**config.mk**
```make
export PLATFORM = sky130hd
export DESIGN_NAME = instr_fetch_unit
export DESIGN_NICKNAME = d
export VERILOG_FILES = /design/src/rtl/instr_fetch_unit.sv
export SDC_FILE = /design/constraint.sdc
export NUM_CORES = 1
export LEC_CHECK = 0
export CELL_PAD_IN_SITES_DETAIL_PLACEMENT = 1
export CELL_PAD_IN_SITES_GLOBAL_PLACEMENT = 1
export CORE_UTILIZATION = 45
export DETAILED_ROUTE_END_ITERATION = 8
export PLACE_DENSITY_LB_ADDON = 0.1
export SETUP_SLACK_MARGIN = 0.2
export SYNTH_ARGS = -nofsm -noshare
export SYNTH_HDL_FRONTEND = slang
export SYNTH_SLANG_ARGS = --single-unit
```
**constraint.sdc**
```tcl
create_clock -name clk -period 4.18 [get_ports clk]
set_input_delay 0.418 -clock clk [delete_from_list [all_inputs] [get_ports clk]]
set_output_delay 0.418 -clock clk [all_outputs]
set_load 0.1 [all_outputs]
```
**src/rtl/instr_fetch_unit.sv**
```systemverilog
// Instruction fetch stage: holds the PC, issues one memory request at a time
// over req/gnt/rvalid, and queues returned words for decode in a small FIFO.
// A redirect flushes the FIFO and restarts fetching at a new PC; a response
// still in flight when the redirect arrives is dropped.
// Optional feature macro: FETCH_HALT_EN adds a 'halted' output. Fetching stops
// after an all-ones instruction is queued and resumes on the next redirect.
module instr_fetch_unit #(
    parameter int unsigned     PC_W       = 8,
    parameter int unsigned     INSTR_W    = 21,
    parameter logic [PC_W-1:0] RESET_PC   = '0,
    parameter int unsigned     FIFO_DEPTH = 2
) (
    input  logic               clk,
    input  logic               rst_n,
    output logic               imem_req,
    output logic [PC_W-1:0]    imem_addr,
    input  logic               imem_gnt,
    input  logic               imem_rvalid,
    input  logic [INSTR_W-1:0] imem_rdata,
    input  logic               redirect_valid,
    input  logic [PC_W-1:0]    redirect_pc,
    output logic               id_valid,
    output logic [INSTR_W-1:0] id_instr,
    output logic [PC_W-1:0]    id_pc,
`ifdef FETCH_HALT_EN
    output logic               halted,
`endif
    input  logic               id_ready
);

    localparam int unsigned      PTR_W   = $clog2(FIFO_DEPTH);
    localparam int unsigned      CNT_W   = $clog2(FIFO_DEPTH + 1);
    localparam logic [CNT_W-1:0] DEPTH_C = CNT_W'(FIFO_DEPTH);

    typedef enum logic [1:0] {IDLE, REQ, WAIT, DROP} state_e;

    typedef struct packed {
        logic [PC_W-1:0]    pc;
        logic [INSTR_W-1:0] instr;
    } entry_t;

    state_e           state_q, state_d;
    logic [PC_W-1:0]  pc_q, pc_d;
    logic [PC_W-1:0]  req_pc_q, req_pc_d;
    entry_t           fifo_q [FIFO_DEPTH];
    logic [PTR_W-1:0] rd_ptr_q, rd_ptr_d;
    logic [PTR_W-1:0] wr_ptr_q, wr_ptr_d;
    logic [CNT_W-1:0] count_q, count_d;
    logic             push;
    logic             pop;
    logic             halt_q, halt_d;

    // A word is queued only when it answers the live request; a redirect in
    // the same cycle discards it.
    assign push      = (state_q == WAIT) && imem_rvalid && !redirect_valid;
    assign pop       = id_valid && id_ready;
    assign imem_req  = (state_q == REQ);
    assign imem_addr = pc_q;
    assign id_valid  = (count_q != '0);
    assign id_instr  = fifo_q[rd_ptr_q].instr;
    assign id_pc     = fifo_q[rd_ptr_q].pc;

`ifdef FETCH_HALT_EN
    // Halt latches on queuing an all-ones word; any redirect releases it.
    always_comb begin
        halt_d = halt_q;
        if (redirect_valid) begin
            halt_d = 1'b0;
        end else if (push && (&imem_rdata)) begin
            halt_d = 1'b1;
        end
    end

    // Halt flag register.
    always_ff @(posedge clk or negedge rst_n) begin
        if (!rst_n) begin
            halt_q <= 1'b0;
        end else begin
            halt_q <= halt_d;
        end
    end

    assign halted = halt_q;
`else
    assign halt_q = 1'b0;
    assign halt_d = 1'b0;
`endif

    // FIFO pointer and occupancy update; a redirect empties the queue.
    always_comb begin
        // NOTE: every output gets a default first so no path infers a latch.
        rd_ptr_d = rd_ptr_q;
        wr_ptr_d = wr_ptr_q;
        count_d  = count_q;
        if (redirect_valid) begin
            rd_ptr_d = '0;
            wr_ptr_d = '0;
            count_d  = '0;
        end else begin
            if (push) wr_ptr_d = wr_ptr_q + 1'b1;
            if (pop)  rd_ptr_d = rd_ptr_q + 1'b1;
            if (push && !pop) begin
                count_d = count_q + 1'b1;
            end else if (pop && !push) begin
                count_d = count_q - 1'b1;
            end
        end
    end

    // Fetch FSM next state and PC; a redirect overrides the normal flow.
    always_comb begin
        state_d  = state_q;
        pc_d     = pc_q;
        req_pc_d = req_pc_q;
        unique case (state_q)
            IDLE: if (!halt_q && (count_q < DEPTH_C)) state_d = REQ;
            REQ: begin
                if (imem_gnt) begin
                    req_pc_d = pc_q;
                    pc_d     = pc_q + 1'b1;
                    state_d  = WAIT;
                end
            end
            WAIT: begin
                if (imem_rvalid) begin
                    state_d = ((count_d < DEPTH_C) && !halt_d) ? REQ : IDLE;
                end
            end
            DROP:    if (imem_rvalid) state_d = REQ;
            default: state_d = IDLE;
        endcase
        if (redirect_valid) begin
            pc_d = redirect_pc;
            // A request accepted but not yet answered must have its response
            // swallowed before a new request may go out.
            if (((state_q == WAIT) && !imem_rvalid) ||
                ((state_q == REQ) && imem_gnt) ||
                ((state_q == DROP) && !imem_rvalid)) begin
                state_d = DROP;
            end else begin
                state_d = REQ;
            end
        end
    end

    // Control state registers.
    always_ff @(posedge clk or negedge rst_n) begin
        if (!rst_n) begin
            state_q  <= IDLE;
            pc_q     <= RESET_PC;
            req_pc_q <= '0;
            rd_ptr_q <= '0;
            wr_ptr_q <= '0;
            count_q  <= '0;
        end else begin
            // NOTE: non-blocking so every register samples pre-edge values.
            state_q  <= state_d;
            pc_q     <= pc_d;
            req_pc_q <= req_pc_d;
            rd_ptr_q <= rd_ptr_d;
            wr_ptr_q <= wr_ptr_d;
            count_q  <= count_d;
        end
    end

    // FIFO storage: each entry carries the word and the PC it was fetched from.
    always_ff @(posedge clk or negedge rst_n) begin
        if (!rst_n) begin
            // NOTE: storage is reset because the head drives id_instr/id_pc,
            // which must read zero out of reset.
            fifo_q <= '{default: '0};
        end else if (push) begin
            fifo_q[wr_ptr_q] <= '{pc: req_pc_q, instr: imem_rdata};
        end
    end

endmodule

```
After elaboration in Yosys (flattened, before gate mapping)
Index checks and enable logic that the tools add are counted.
{"block": "word_totals", "output_inout_bits": 39, "word_cells": 77, "in_bits": 35, "reg_bits": 80}
{"block": "classes", "n_bitwise": 2, "order_cmp": 5, "muxes": 24, "reduce_logical": 24, "addsub": 5, "eq_ne": 7}
{"operator": "29-bit 2-to-1 mux", "count": 4}
{"operator": "58-bit bitwise mux", "count": 1}
{"operator": "29-bit demux with 1-bit select", "count": 1}
{"operator": "8-bit 2-to-1 mux", "count": 3}
{"operator": "2-bit 2-to-1 mux", "count": 9}
{"operator": "2-bit nonzero test", "count": 5}
{"operator": "1-bit logical AND", "count": 9}
{"operator": "3-bit inequality test (second input constant)", "count": 3}
{"operator": "8-bit by 1-bit adder with 8-bit output (second input constant)", "count": 1}
{"operator": "2-bit case mux with 4 select lines", "count": 1}
{"operator": "1-bit 2-to-1 mux", "count": 5}
{"operator": "2-bit equality test (second input constant)", "count": 2}
{"operator": "2-bit >= comparator (second input constant)", "count": 2}
{"operator": "1-bit logical NOT", "count": 4}
{"operator": "2-bit less-than comparator (second input constant)", "count": 2}
{"operator": "1-bit NOT with 2-bit output", "count": 2}
{"operator": "2-bit AND reduction", "count": 2}
{"operator": "4-bit AND reduction", "count": 1}
{"operator": "3-bit by 1-bit inequality test with 1-bit output (second input constant)", "count": 1}
{"operator": "1-bit adder (second input constant)", "count": 2}
{"operator": "2-bit by 1-bit adder with 2-bit output (second input constant)", "count": 1}
{"operator": "2-bit by 1-bit equality test with 1-bit output (second input constant)", "count": 1}
{"operator": "2-bit logical NOT", "count": 1}
{"operator": "1-bit logical OR", "count": 2}
{"operator": "other kinds (2)", "count": 2}

Longest topological paths before layout
Gate-level depths: netlist (run 1).
{"block": "logic_depth", "ltp_word": 13, "depth_mapped": 6, "mapped_depth_nobuf": 6}

Worst setup path after synthesis (run 1)
OpenSTA, ideal clock, no wires.
{"block": "synth_timing", "path_type": "register -> register", "start": "reg pc_q[0], in the netlist imem_addr[0]", "end": "reg pc_q[6], in the netlist imem_addr[6]", "arrival_ps": 1970, "stages_incl_launch_ff": 6, "period_less_slack_ps": 2095, "n_path_buf": 0, "required_time_ps": 4055, "setup_slack_ps": 2085, "setup_time_ps": 125, "path_cell_list": "dfrtp_1 ha_1 and3_1 nand4_1 xnor2_1 mux2_2"}
{"block": "synth_between", "elab_chain_len": 4}
{"element": "start: declaration", "line_no": "43", "source": "logic [PC_W-1:0] pc_q, pc_d;"}
{"element": "start signal: assignment", "line_no": "158", "source": "pc_q <= pc_d;"}
{"element": "8-bit by 1-bit adder with 8-bit output", "line_no": "120", "source": "pc_d = pc_q + 1'b1;"}
{"element": "8-bit 2-to-1 mux", "line_no": "118", "source": "if (imem_gnt) begin"}
{"element": "8-bit 2-to-1 mux", "line_no": "115", "source": "unique case (state_q)"}
{"element": "8-bit 2-to-1 mux", "line_no": "132", "source": "if (redirect_valid) begin"}
No other way between the ends. The select of a mux whose other input is x is not followed.
A chain may end at the register's enable or synchronous reset.

Worst setup path after layout (run 1)
{"block": "layout_timing", "start": "reg rd_ptr_q", "end": "out id_pc[2]"}
{"block": "layout_between", "elab_chain_len": 4}
{"element": "start: declaration", "line_no": "46", "source": "logic [PTR_W-1:0] rd_ptr_q, rd_ptr_d;"}
{"element": "start signal: assignment", "line_no": "160", "source": "rd_ptr_q <= rd_ptr_d;"}
{"element": "1-bit NOT with 2-bit output (implied by the code)", "line_no": "61", "source": "assign id_pc = fifo_q[rd_ptr_q].pc;"}
{"element": "29-bit 2-to-1 mux (implied by the code) (3 in series)", "line_no": "61"}
{"element": "end: declaration", "line_no": "24", "source": "output logic [PC_W-1:0] id_pc,"}
No other way between the ends. The select of a mux whose other input is x is not followed.

==> flow_summary_export.csv, run 1 <==
group,metric,value,unit
grt,antenna_found_initial,0,
run_status,status,"finished clean",
setup_path,worstPathMaxFanout,22,
yosys,syn-instance-count,253,
setup_path,crit_required,3.76,ns
grt,overflow,0,
setup_path,crit_path_max_incr_delay,0.99,ns
power_and_ir_drop,swShare,0.502,
sta,worst_clock_skew,0.0135,ns
routing,post_drt_wl_per_cell,16.9,microns
die,core_area,7770,sq um
setup_path,path_common_cell,"buf_4",
routing,drc,0,
sta,max_freq,0.372,GHz
setup_path,path_cells,"buf_4 -> mux2_2 -> buf_4",
die,ios,74,
die,die-area,8420,sq um
setup_path,regToRegStartpoint,"state_q[0]",
sta,rsz0062_at_grt,"no",
clock_tree,cts_root_buffer,"clkbuf_8",
die,num_rows,32,
clock_tree,cts_resized,0,
setup_path,cp-startpoint,"rd_ptr_q",
clock_tree,clk_pin_slew,0.08,ns
layout,final_cells,435,
power_and_ir_drop,power_density,786,nW/um^2
yosys,syn_nets,290,
power_and_ir_drop,ir_worst_vdd,0.000411,V
yosys,netlist_area,3630,sq um
die,die_y,91.8,microns
routing,wl,7.34,mm
placement,place.gp.congestion,0.755,
routing,ant_nets,0,
clock_tree,clkLatencyLatePin,0.34,ns
layout,syn2layout_area_growth,25.4,%
yosys,synthFlopType,"dfrtp_1",
grt,grt_pass1_vias,2395,
clock_tree,cts_sinks,80,
layout,drive_gt1_frac,0.450,
grt,grt_pass1_wl,12.4,mm
layout,fin_nets,365,
placement,dp_hpwl,4.95,mm
placement,port_buffers,73,
clock_tree,cts_htree_levels,3,
clock_tree,cts_tree,"built",
layout,register_area,2000,sq um
setup_path,cp.arrival,2.27,ns
grt,grt_usage,0.190,
flow_run,cap_violations,0,
routing,drt_pass1_iterations,3,
power_and_ir_drop,p_leak,0.00215,uW
yosys,async_flop_share,1.00,
setup_path,cp-end-kind,"primary output",
yosys,ys_ff_latch,80,
yosys,synth_edf_count,0,
sta,maxSlewViolCount,0,
layout,multi_input_area,1520,sq um
routing,dr.first_iter.drc_count,31,
sta,setup_viol,0,
sta,holdWs,0.233,ns
sta,slew_headroom,0.339,
power_and_ir_drop,p_int,1780,uW
layout,nFillCells,785,
setup_path,critical_path_class,"flip-flop to primary output",
die,die_x,91.8,microns
sta,finalCritPeriodShare,0.642,
power_and_ir_drop,switchingPower,1790,uW
sta,hold_viol_final,0,
yosys,ys_types,33,
sta,period_needed,2.68,ns
layout,n_antenna_cell,0,
yosys,syn_avg_cell_area,14.3,sq um
clock_tree,postCtsSetupBuffers,0,
yosys,ys_warn_count,0,
setup_path,start_kind,"flip-flop",
yosys,yosysSeqAreaShare,0.552,
sta,worst_slew_pin_slew,0.992,ns
power_and_ir_drop,power_frac_comb,0.533,
setup_path,crit_path_top_delay_cell,"dfrtp_1",
setup_path,r2r_slack,1.96,ns
min_path,hold_class,"primary input to async pin",
grt,grt_max_degree,81,
routing,vias_per_cell,5.13,
placement,place_inst,419,
sta,fin_setup_tns,0,ns
power_and_ir_drop,seqPwrFrac,0.305,
clock_tree,hold_buffers,0,
clock_tree,clock_path_buffers,2,
clock_tree,cts_buffers,9,
routing,vias,2231,
power_and_ir_drop,p_clk_frac,0.162,
die,start_util,0.467,
-- kinds of logic (layout without fill, tap and decap cells) --
logic type,Yosys count,in the layout,share of synthesized area
xor+xnor,10,10,0.0241
mux,100,100,0.320
compound gates,12,12,0.0186
simple gates,32,32,0.0476
buf+inv,17,97,0.0304
flops,80,80,0.552
fa+ha+maj,2,2,0.00690
-- registers in the layout (all words and copies together) (netlist names) --
register,cells
rd_ptr_q,1
count_q,2
state_q,2
wr_ptr_q,1
fifo_q,58
imem_addr,8
req_pc_q,8
-- cells in the final DEF (no fill, tap or decap), drive strengths merged, types with 3 or more instances in the layout --
cell type      instances
mux2                  99
dfrtp                 80
clkdlybuf4s50         43
buf                   34
nand2                 11
clkbuf                10
o21ai                  7
nor2                   7
xnor2                  6
inv                    5
xor2                   4
a21oi                  3
clkinvlp               3
-- Yosys cell counts (3+ instances only) --
master,count,share of area
o21ai_0,7,0.0097
mux2_2,88,0.27
a21oi_1,3,0.0041
nand2_1,11,0.011
xor2_1,4,0.0097
inv_1,4,0.0041
clkbuf_1,4,0.0041
dfrtp_1,80,0.55
buf_6,3,0.0093
buf_2,3,0.0041
xnor2_1,6,0.014
nor2_1,6,0.0062
mux2_4,10,0.041
-- critical path: cells and delay by family, from the launching register on --
kind     cells  cell delay [ns]
buf+inv      2             0.58
mux          1             0.36
flops        1             0.99
-- per-layer routing --
metal  vias up  GRT usage  wire length, microns  part of all wire
met3         4     0.0456                   275             0.037
met1      1140      0.256                  3360              0.46
li1       1040          -                     -                 -
met5         -          0                     0                 0
met4         0     0.0495                    40            0.0054
met2        47      0.311                  3660              0.50
-- power by group through the flow --
stage	Clock, uW	Combinational [uW]	Sequential (uW)
2_1_floorplan	0	1500	1120
3_3_place_gp	0	1890	1100
3_5_place_dp	0	1910	1110
4_1_cts	601	1920	1100
5_1_grt	625	1970	1120
6_report	579	1910	1090
-- path summary, 6_finish.rpt --
path	end	cells after the start
setup / recovery	id_pc[2]	3
hold / removal	fifo_q[24]	1
setup reg to reg	fifo_q[55]	5
hold reg to reg	fifo_q[24]	1
max in group asynchronous	rd_ptr_q	1
min in group clk	fifo_q[24]	1
-- per-stage QoR --
stage          area [sq um]  power (uW)   util  setup slack (ns)
2_1_floorplan          3630        2620      -              2.09
3_3_place_gp           4350        2990  0.559              1.54
3_5_place_dp           4350        3020  0.559              1.49
4_1_cts                4550        3620  0.586              1.44
5_1_grt                4550        3720  0.586              1.34
6_report               4550        3580  0.586              1.50
-- layout make-up --
class	instances	area share
sequential	80	0.440
clock inverter	6	0.0146
multi-input combinational	156	0.333
timing repair buffer	77	0.151
tap	102	0.0281
inverter	4	0.00330
clock buffer	10	0.0303
Note: power is estimated with default switching activity, not from simulation.
==> run 2: changes to the inputs <==
- CORE_UTILIZATION: 45 -> 38
- clock period: 4.18 -> 2.3 ns (I/O delays scaled with it)
==> flow_summary_export.csv, run 2 (synthesized netlist as in run 1, its figures left out) <==
group,metric,value,unit
placement,dp_hpwl,5.21,mm
routing,dr.first_iter.drc_count,41,
layout,regMostFlops,"fifo_q",
sta,worst_slew_pin_slew,0.588,ns
grt,grt_pass1_vias,2501,
die,ios,74,
power_and_ir_drop,switchingPower,3380,uW
die,core_area,9240,sq um
clock_tree,clk_pin_slew,0.08,ns
sta,max_freq,0.561,GHz
clock_tree,cts_buffers,9,
routing,wl,7.53,mm
setup_path,cp-end-kind,"primary output",
power_and_ir_drop,p_clk_frac,0.130,
setup_path,worstPathMaxFanout,15,
setup_path,critical_path_class,"flip-flop to primary output",
die,die_x,99.7,microns
power_and_ir_drop,seqPwrFrac,0.271,
routing,drc,0,
layout,fin_nets,372,
layout,drive_gt1_frac,0.488,
routing,ant_nets,0,
sta,finalCritPeriodShare,0.776,
die,start_util,0.393,
sta,maxSlewViolCount,0,
clock_tree,clock_path_buffers,2,
grt,overflow,0,
die,die_y,99.7,microns
routing,drt_pass1_iterations,3,
placement,place.gp.congestion,0.699,
setup_path,start_kind,"flip-flop",
routing,post_drt_wl_per_cell,16.1,microns
run_status,status,"finished clean",
layout,final_cell_mix,"88 x mux2_2, 80 x dfrtp_1, 33 x clkdlybuf4s50_1, 32 x buf_12, 18 x buf_4",
sta,fin_setup_tns,0,ns
layout,n_antenna_cell,0,
routing,vias_per_cell,4.82,
sta,rsz0062_at_grt,"no",
die,die-area,9940,sq um
placement,place_ws,0.289,ns
sta,slew_headroom,0.608,
power_and_ir_drop,swShare,0.474,
setup_path,cp.arrival,1.55,ns
layout,final_common_cell,"mux2_2",
placement,port_buffers,73,
sta,setup_viol,0,
clock_tree,cts_tree,"built",
sta,setup_slack,0.516,ns
flow_run,cap_violations,0,
power_and_ir_drop,ir_worst_vdd,0.000693,V
layout,largest_reg_flops,58,
power_and_ir_drop,p_int,3750,uW
clock_tree,cts_resized,0,
clock_tree,cts_root_buffer,"clkbuf_8",
grt,grt_usage,0.169,
clock_tree,clkLatencyLatePin,0.34,ns
sta,period_needed,1.78,ns
routing,vias,2262,
die,num_rows,35,
sta,hold_viol_final,0,
min_path,hold_class,"primary input to async pin",
setup_path,crit_required,2.07,ns
power_and_ir_drop,p_leak,0.00230,uW
grt,antenna_found_initial,0,
sta,worst_clock_skew,0.00871,ns
clock_tree,cts_sinks,80,
clock_tree,cts_htree_levels,3,
power_and_ir_drop,power_frac_comb,0.599,
power_and_ir_drop,power_density,1430,nW/um^2
layout,syn2layout_area_growth,37.4,%
grt,grt_max_degree,45,
grt,grt_pass1_wl,12.9,mm
run 2: cell types whose count changed in the layout (fill, tap and decap cells not counted), moves of 3 or more:
cell | before | now
buf_4 | 34 | 18
buf_12 | 0 | 32
clkdlybuf4s50_1 | 43 | 33
clkinv_2 | 1 | 4
run 2: worst paths after layout:
kind	endpoint	cells past startpoint	slack, ns	startpoint
min	fifo_q[47]	2	0.43	rst_n
max in group asynchronous	fifo_q[27]	3	1.25	rst_n
min in group clk	imem_addr[1]	3	0.45	redirect_pc[1]
max	id_pc[4]	3	0.52	rd_ptr_q
min reg2reg	fifo_q[24]	1	0.50	fifo_q[24]
max reg2reg	fifo_q[11]	5	0.57	state_q[0]
run 2: stage by stage:
| stage | hold WS, ns | util | power [uW] | instance area, sq um | std cells |
|---|---|---|---|---|---|
| after global placement | 0.282 | 0.519 | 6200 | 4800 | 452 |
| after detailed placement | 0.281 | 0.519 | 6260 | 4800 | 452 |
| final | 0.433 | 0.539 | 7130 | 4980 | 469 |
| after global routing | 0.474 | 0.539 | 7410 | 4980 | 469 |
| after CTS | 0.445 | 0.539 | 7200 | 4980 | 469 |
| after floorplan | -0.0656 | - | 4760 | 3630 | 253 |
run 2: per-layer routing:
layer	up-vias	part of all wire	track usage	wire length (microns)
li1	1049	-	-	-
met1	1156	0.46	0.226	3450
met2	45	0.50	0.274	3740
met3	12	0.028	0.0267	212
met4	0	0.016	0.0690	122
met5	-	0	0	0
run 2: what timing repair did:
item | CTS | global route
setup buffers | 0 | 0
hold buffers | 1 | 0
endpoints found under the hold margin | 43 | 0
run 2: cell type report:
cell class | count | area (sq um)
Clock buffer | 10 | 138
Clock inverter | 6 | 35.0
Timing Repair Buffer | 84 | 1120
Tap cell | 129 | 161
Fill cell | 918 | 4260
Sequential cell | 80 | 2000
Multi-Input combinational cell | 156 | 1520
Inverter | 4 | 15.0
run 2: critical path, cell delays in order, from the launching register on:
cell and delay, ns:
dfrtp_1 0.35, buf_4 0.28, mux2_2 0.41, buf_12 0.17
run 2: power groups by stage:
stage / combinational, uW / sequential (uW) / clock (uW)
floorplan: 2730 / 2030 / 0
global placement: 4260 / 1940 / 0
detailed placement: 4290 / 1970 / 0
CTS: 4310 / 1940 / 954
global route: 4410 / 1990 / 1010
finish: 4270 / 1930 / 926
